===== src/rtl/spike_dispatch_pkg.sv =====
`default_nettype none
// ============================================================================
// Module   : spike_dispatch_pkg
// Purpose  : Shared dispatch FSM state encoding and default weight width.
// Revision : 1.0 - initial release
// ============================================================================
package spike_dispatch_pkg;

   localparam int c_WEIGHT_BITS = 8;

   typedef logic [1:0] state_t;

   localparam state_t c_ST_IDLE  = 2'd0;
   localparam state_t c_ST_FETCH = 2'd1;
   localparam state_t c_ST_CHECK = 2'd2;
   localparam state_t c_ST_EMIT  = 2'd3;

endpackage : spike_dispatch_pkg
`default_nettype wire


===== src/rtl/spike_dispatch.sv =====
`default_nettype none
// ============================================================================
// Module   : spike_dispatch
// Purpose  : Pops fired-neuron tags and walks each source row of the weight
//            memory, emitting (dst, weight) events with valid/ready.
// Revision : 1.0 - initial release
// ============================================================================
module spike_dispatch
   import spike_dispatch_pkg::*;
#(
   parameter int NUMNEURONS = 2,
   parameter int TAGBITS    = 1,
   parameter int WEIGHTBITS = c_WEIGHT_BITS,
   parameter bit SKIP_ZERO  = 1'b1
) (
   input  logic                    clk,
   input  logic                    asyn_reset,
   input  logic                    run,
   input  logic                    fifo_empty,
   input  logic [TAGBITS-1:0]      fifo_tag,
   output logic                    fifo_deq,
   output logic                    w_rd,
   output logic [2*TAGBITS-1:0]    w_addr,
   input  logic [WEIGHTBITS-1:0]   w_data,
   output logic                    syn_valid,
   input  logic                    syn_ready,
   output logic [TAGBITS-1:0]      syn_dst,
   output logic [WEIGHTBITS-1:0]   syn_weight,
   output logic                    busy,
   output logic                    row_done,
   output logic [15:0]             spike_count
);

   localparam logic [TAGBITS-1:0] c_LAST_DST = TAGBITS'(NUMNEURONS - 1);

   state_t                  r_state;
   logic [TAGBITS-1:0]      r_src;
   logic [TAGBITS-1:0]      r_dst;
   logic [2*TAGBITS-1:0]    r_addr;
   logic [TAGBITS-1:0]      r_syn_dst;
   logic [WEIGHTBITS-1:0]   r_syn_weight;
   logic                    r_row_done;
   logic [15:0]             r_spike_count;

   logic                    w_pop;
   logic                    w_skip;
   logic                    w_accept;
   logic                    w_advance;
   logic                    w_last;
   logic [TAGBITS-1:0]      w_dst_inc;

   // Pop is gated by reset so the FIFO is never drained while held in reset.
   assign w_pop     = (r_state == c_ST_IDLE) && run && !fifo_empty && asyn_reset;
   assign w_skip    = (r_state == c_ST_CHECK) && SKIP_ZERO && (w_data == '0);
   assign w_accept  = (r_state == c_ST_EMIT) && syn_ready;
   assign w_advance = w_skip || w_accept;
   assign w_last    = (r_dst == c_LAST_DST);
   assign w_dst_inc = r_dst + TAGBITS'(1);

   always_ff @(posedge clk or negedge asyn_reset) begin
      if (!asyn_reset) begin
         r_state       <= c_ST_IDLE;
         r_src         <= '0;
         r_dst         <= '0;
         r_addr        <= '0;
         r_syn_dst     <= '0;
         r_syn_weight  <= '0;
         r_row_done    <= 1'b0;
         r_spike_count <= '0;
      end else begin
         r_row_done <= 1'b0;
         case (r_state)
            c_ST_IDLE: begin
               if (w_pop) begin
                  r_src   <= fifo_tag;
                  r_dst   <= '0;
                  r_addr  <= {fifo_tag, {TAGBITS{1'b0}}};
                  r_state <= c_ST_FETCH;
               end
            end
            c_ST_FETCH: begin
               r_state <= c_ST_CHECK;
            end
            c_ST_CHECK: begin
               r_syn_weight <= w_data;
               r_syn_dst    <= r_dst;
               r_state      <= c_ST_EMIT;
            end
            default: begin
            end
         endcase

         // Advance overrides the CHECK->EMIT move when a zero weight is skipped.
         if (w_advance) begin
            if (w_last) begin
               r_row_done    <= 1'b1;
               r_spike_count <= r_spike_count + 16'd1;
               r_state       <= c_ST_IDLE;
            end else begin
               r_dst   <= w_dst_inc;
               r_addr  <= {r_src, w_dst_inc};
               r_state <= c_ST_FETCH;
            end
         end
      end
   end

   assign fifo_deq    = w_pop;
   assign w_rd        = (r_state == c_ST_FETCH);
   assign w_addr      = r_addr;
   assign syn_valid   = (r_state == c_ST_EMIT);
   assign syn_dst     = r_syn_dst;
   assign syn_weight  = r_syn_weight;
   assign busy        = (r_state != c_ST_IDLE);
   assign row_done    = r_row_done;
   assign spike_count = r_spike_count;

endmodule : spike_dispatch
`default_nettype wire


===== config.mk =====
export PLATFORM = sky130hd
export DESIGN_NAME = spike_dispatch
export DESIGN_NICKNAME = d
export VERILOG_FILES = /design/src/rtl/spike_dispatch_pkg.sv /design/src/rtl/spike_dispatch.sv
export SDC_FILE = /design/constraint.sdc
export NUM_CORES = 1
export LEC_CHECK = 0
export ABC_AREA = 1
export CAP_MARGIN = 15
export CORE_ASPECT_RATIO = 0.8
export CORE_UTILIZATION = 43
export CTS_BUF_LIST = sky130_fd_sc_hd__clkbuf_16
export DETAILED_ROUTE_END_ITERATION = 8
export GPL_ROUTABILITY_DRIVEN = 1
export HOLD_SLACK_MARGIN = 0.06
export PLACE_DENSITY = 0.83
export SYNTH_ARGS = -nofsm -noshare
export SYNTH_HDL_FRONTEND = slang
export SYNTH_SLANG_ARGS = --single-unit

===== constraint.sdc =====
create_clock -name clk -period 1.7 [get_ports clk]
set_clock_uncertainty 0.1 [all_clocks]
set_input_delay 0.34 -clock clk [delete_from_list [all_inputs] [get_ports clk]]
set_output_delay 0.34 -clock clk [all_outputs]
set_load 0.02 [all_outputs]

==> summary.txt <==
Status
  • Failing checks: negative setup slack
  • Outcome: finished with violations

Floorplanning
  • Initial Util: 45.4%
  • Chip width: 73.3 µm
  • # IOs: 46
  • Core area: 3850 µm²
  • Die area: 4330 µm²
  • DIE HEIGHT: 59.1 µm
  • Floorplan row count: 20

Logic synthesis
  • Synthesized flop and latch total: 32
  • Net Count, Synth: 259
  • Post-synthesis cell type count: 17
  • Mapped Area: 1750 µm²
  • Synthesis Warnings: 0
  • Sequential fraction of the synthesis area: 45.7%
  • Syn avg cell area: 7.32 µm²
  • Gate Count Post-Synth: 239

Route
  • Final WL: 4440 µm
  • Drt initial violations: 98
  • Vias per std cell: 4.81
  • Initial DRT Pass Iterations: 4
  • Post-DRT Antenna Nets: 0
  • Vias: 1726
  • DR DRC count: 0
  • Wire per inst: 12.4 µm

Timing
  • Achievable frequency: 583 MHz
  • Crit share post-route: 101%
  • Max_slew headroom: 75.4%
  • Final setup margin: -0.0166 ns
  • Sum Neg Setup Slack: -0.0194 ns
  • Fin crit period: 1.72 ns
  • Worst hold margin: 0.363 ns
  • Final Max Tran Viols: 0
  • Worst-Margin Slew: 0.367 ns
  • RSZ-0062 raised after global routing: true
  • Finish-stage setup viols: 2
  • Hold Fails Final Rpt: 0

Hold path
  • Worst hold path type: in2async

Critical path
  • WP data required: 1.81 ns
  • CP bufs+invs: 3
  • Max Fanout on Critical Path: 8
  • CP cell instances: inv_2, buf_4, ha_4, nand2_4, nor2_4, nand2_4, a21oi_4, clkbuf_16, nand2_1, nand2_1
  • Critical setup path kind: reg2reg
  • Max incr delay on CP: 0.39 ns
  • Cell family with most CP delay: flip-flops
  • Slowest-stage cell, CP: dfrtp_1
  • Nature of the critical path startpoint: flop
  • Crit. End Element: flop
  • Critical path arrival: 1.83 ns

Pwr
  • Switching share of power: 37.9%
  • Power share of the clock group: 22.9%
  • Power share of the sequential group: 32.8%
  • NetSw: 1.35 mW
  • Gate power share: 44.3%
  • Lkg Pwr: 1.37 nW
  • Pwr dens: 1380 nW/µm²
  • Int Power: 2.21 mW
  • Peak VDD IR: 1.03 mV

Placed design
  • Final Wtd Congestion: 0.808
  • Setup slack at placement: -0.367 ns
  • DP Wirelength: 2900 µm
  • Placed cells: 349
  • IO buf count: 45

Finish
  • Final net count: 324
  • Share of post-route cells with drive strength above 1: 12.5%
  • Non-Filler Instances: 359
  • Ant. Diodes: 0
  • Area delta synth->final: 47.6%
  • Fin util: 67.0%

GRT
  • Global-route wire length before repair: 7110 µm
  • Number of global-route vias before repair: 1604
  • Initial antenna violation count: 0
  • Grt ovf: 0
  • Total global-route track usage: 22.3%
  • Largest net degree at the start of global routing: 34

Clock network
  • Clk slew on worst S/H paths: 0.05 ns
  • Clock Sinks: 32
  • H-Tree Depth: 2
  • CTS Buf Count: 5
  • Clock Tree Root: clkbuf_16
  • Clock Tree Buf Depth: 2
  • TritonCTS clock tree: done
  • Clock insertion delay at the later pin of the skew report: 0.27 ns
  • Post-CTS Hold Buffers: 0

Flow run
  • Max capacitance violation total: 0
[cells by family (layout without fill, tap and decap cells)]
group,Yosys count,in the layout,synth area share (%)
fa+ha+maj,6,6,4.29
buf+inv,27,92,6.65
flops,32,32,45.7
compound gates,14,14,4.79
xor+xnor,7,7,3.50
simple gates,153,153,35.0
[power groups by stage]
stage	clock [mW]	sequential [mW]	combinational, mW
final	0.814	1.17	1.58
after global routing	0.865	1.19	1.76
after CTS	0.828	1.15	1.49
after detailed placement	0	1.16	1.51
after global placement	0	1.15	1.48
after floorplan	0	1.37	0.599
[cell usage in the layout, fill, tap and decap left out, types with 2 or more instances in the layout]
cell type and instances:
buf_2 3, buf_4 12, buf_6 2, clkbuf_16 7, clkdlybuf4s50_1 24, clkinv_1 2
dfrtp_1 32, dlygate4sd2_1 14, dlymetal6s2s_1 3, ha_1 4, inv_1 22, inv_2 2
nand2_1 112, nand2_4 3, nand3_1 9, nand4_1 7, nor2_1 18, o21ai_0 7
o21ai_1 4, xnor2_1 2, xor2_1 5
[state kept, by name, summed over array words and instances (netlist names)]
| register | count |
|---|---|
| w_addr | 2 |
| row_done | 1 |
| syn_weight | 8 |
| r_src | 1 |
| spike_count | 16 |
| r_dst | 1 |
| syn_dst | 1 |
| r_state | 2 |
[stage by stage]
stage / power [mW] / instance area, µm²
after global routing: 3.82 / 2580
after floorplan: 1.97 / 1750
after global placement: 2.64 / 2350
final: 3.56 / 2580
after detailed placement: 2.67 / 2350
after CTS: 3.47 / 2480
[routing by layer]
metal / GRT usage (%) / vias up / part of all wire, %
met1: 29.0 / 789 / 47
met5: 0 / - / 0
met2: 35.7 / 55 / 46
li1: - / 873 / -
met3: 5.27 / 9 / 4.7
met4: 10.2 / 0 / 2.0
[Yosys cell counts (all sizes together)]
cell type,instances,share of area [%]
dfrtp,32,46
o21a,1,0.43
nor2,20,4.4
nand4,7,2.5
o21ai,12,3.4
inv,24,5.1
ha,6,4.3
xnor2,2,1.0
clkbuf,1,0.21
nand2,117,26
nand3,9,2.6
a21oi,1,0.93
buf,2,1.3
xor2,5,2.5
[worst paths after layout]
| kind | start | end | slack, ns | cells past startpoint |
|---|---|---|---|---|
| max in group asynchronous | asyn_reset | syn_weight[0] | 0.89 | 2 |
| max reg2reg | r_state[0] | spike_count[5] | -0.02 | 10 |
| min in group clk | r_src | r_src | 0.38 | 2 |
| min reg2reg | r_src | r_src | 0.38 | 2 |
| min | asyn_reset | r_src | 0.36 | 2 |
| max | r_state[0] | spike_count[5] | -0.02 | 10 |
[cell type report]
| type | instances | area [µm²] |
|---|---|---|
| multi-input cells | 180 | 893 |
| flip-flops and latches | 32 | 801 |
| clock buffers | 5 | 125 |
| fillers | 327 | 1270 |
| clock inverters | 2 | 7.51 |
| well taps | 55 | 68.8 |
| inverters | 24 | 90.1 |
| repair buffers | 61 | 598 |
[timing repair]
action,4_1_cts,5_1_grt
pin swaps,2,6
gates resized for setup,34,21
endpoints found under the setup margin,35,30
buffers inserted,0,1
gates cloned,0,2
Power figures use the tool's default switching activity.
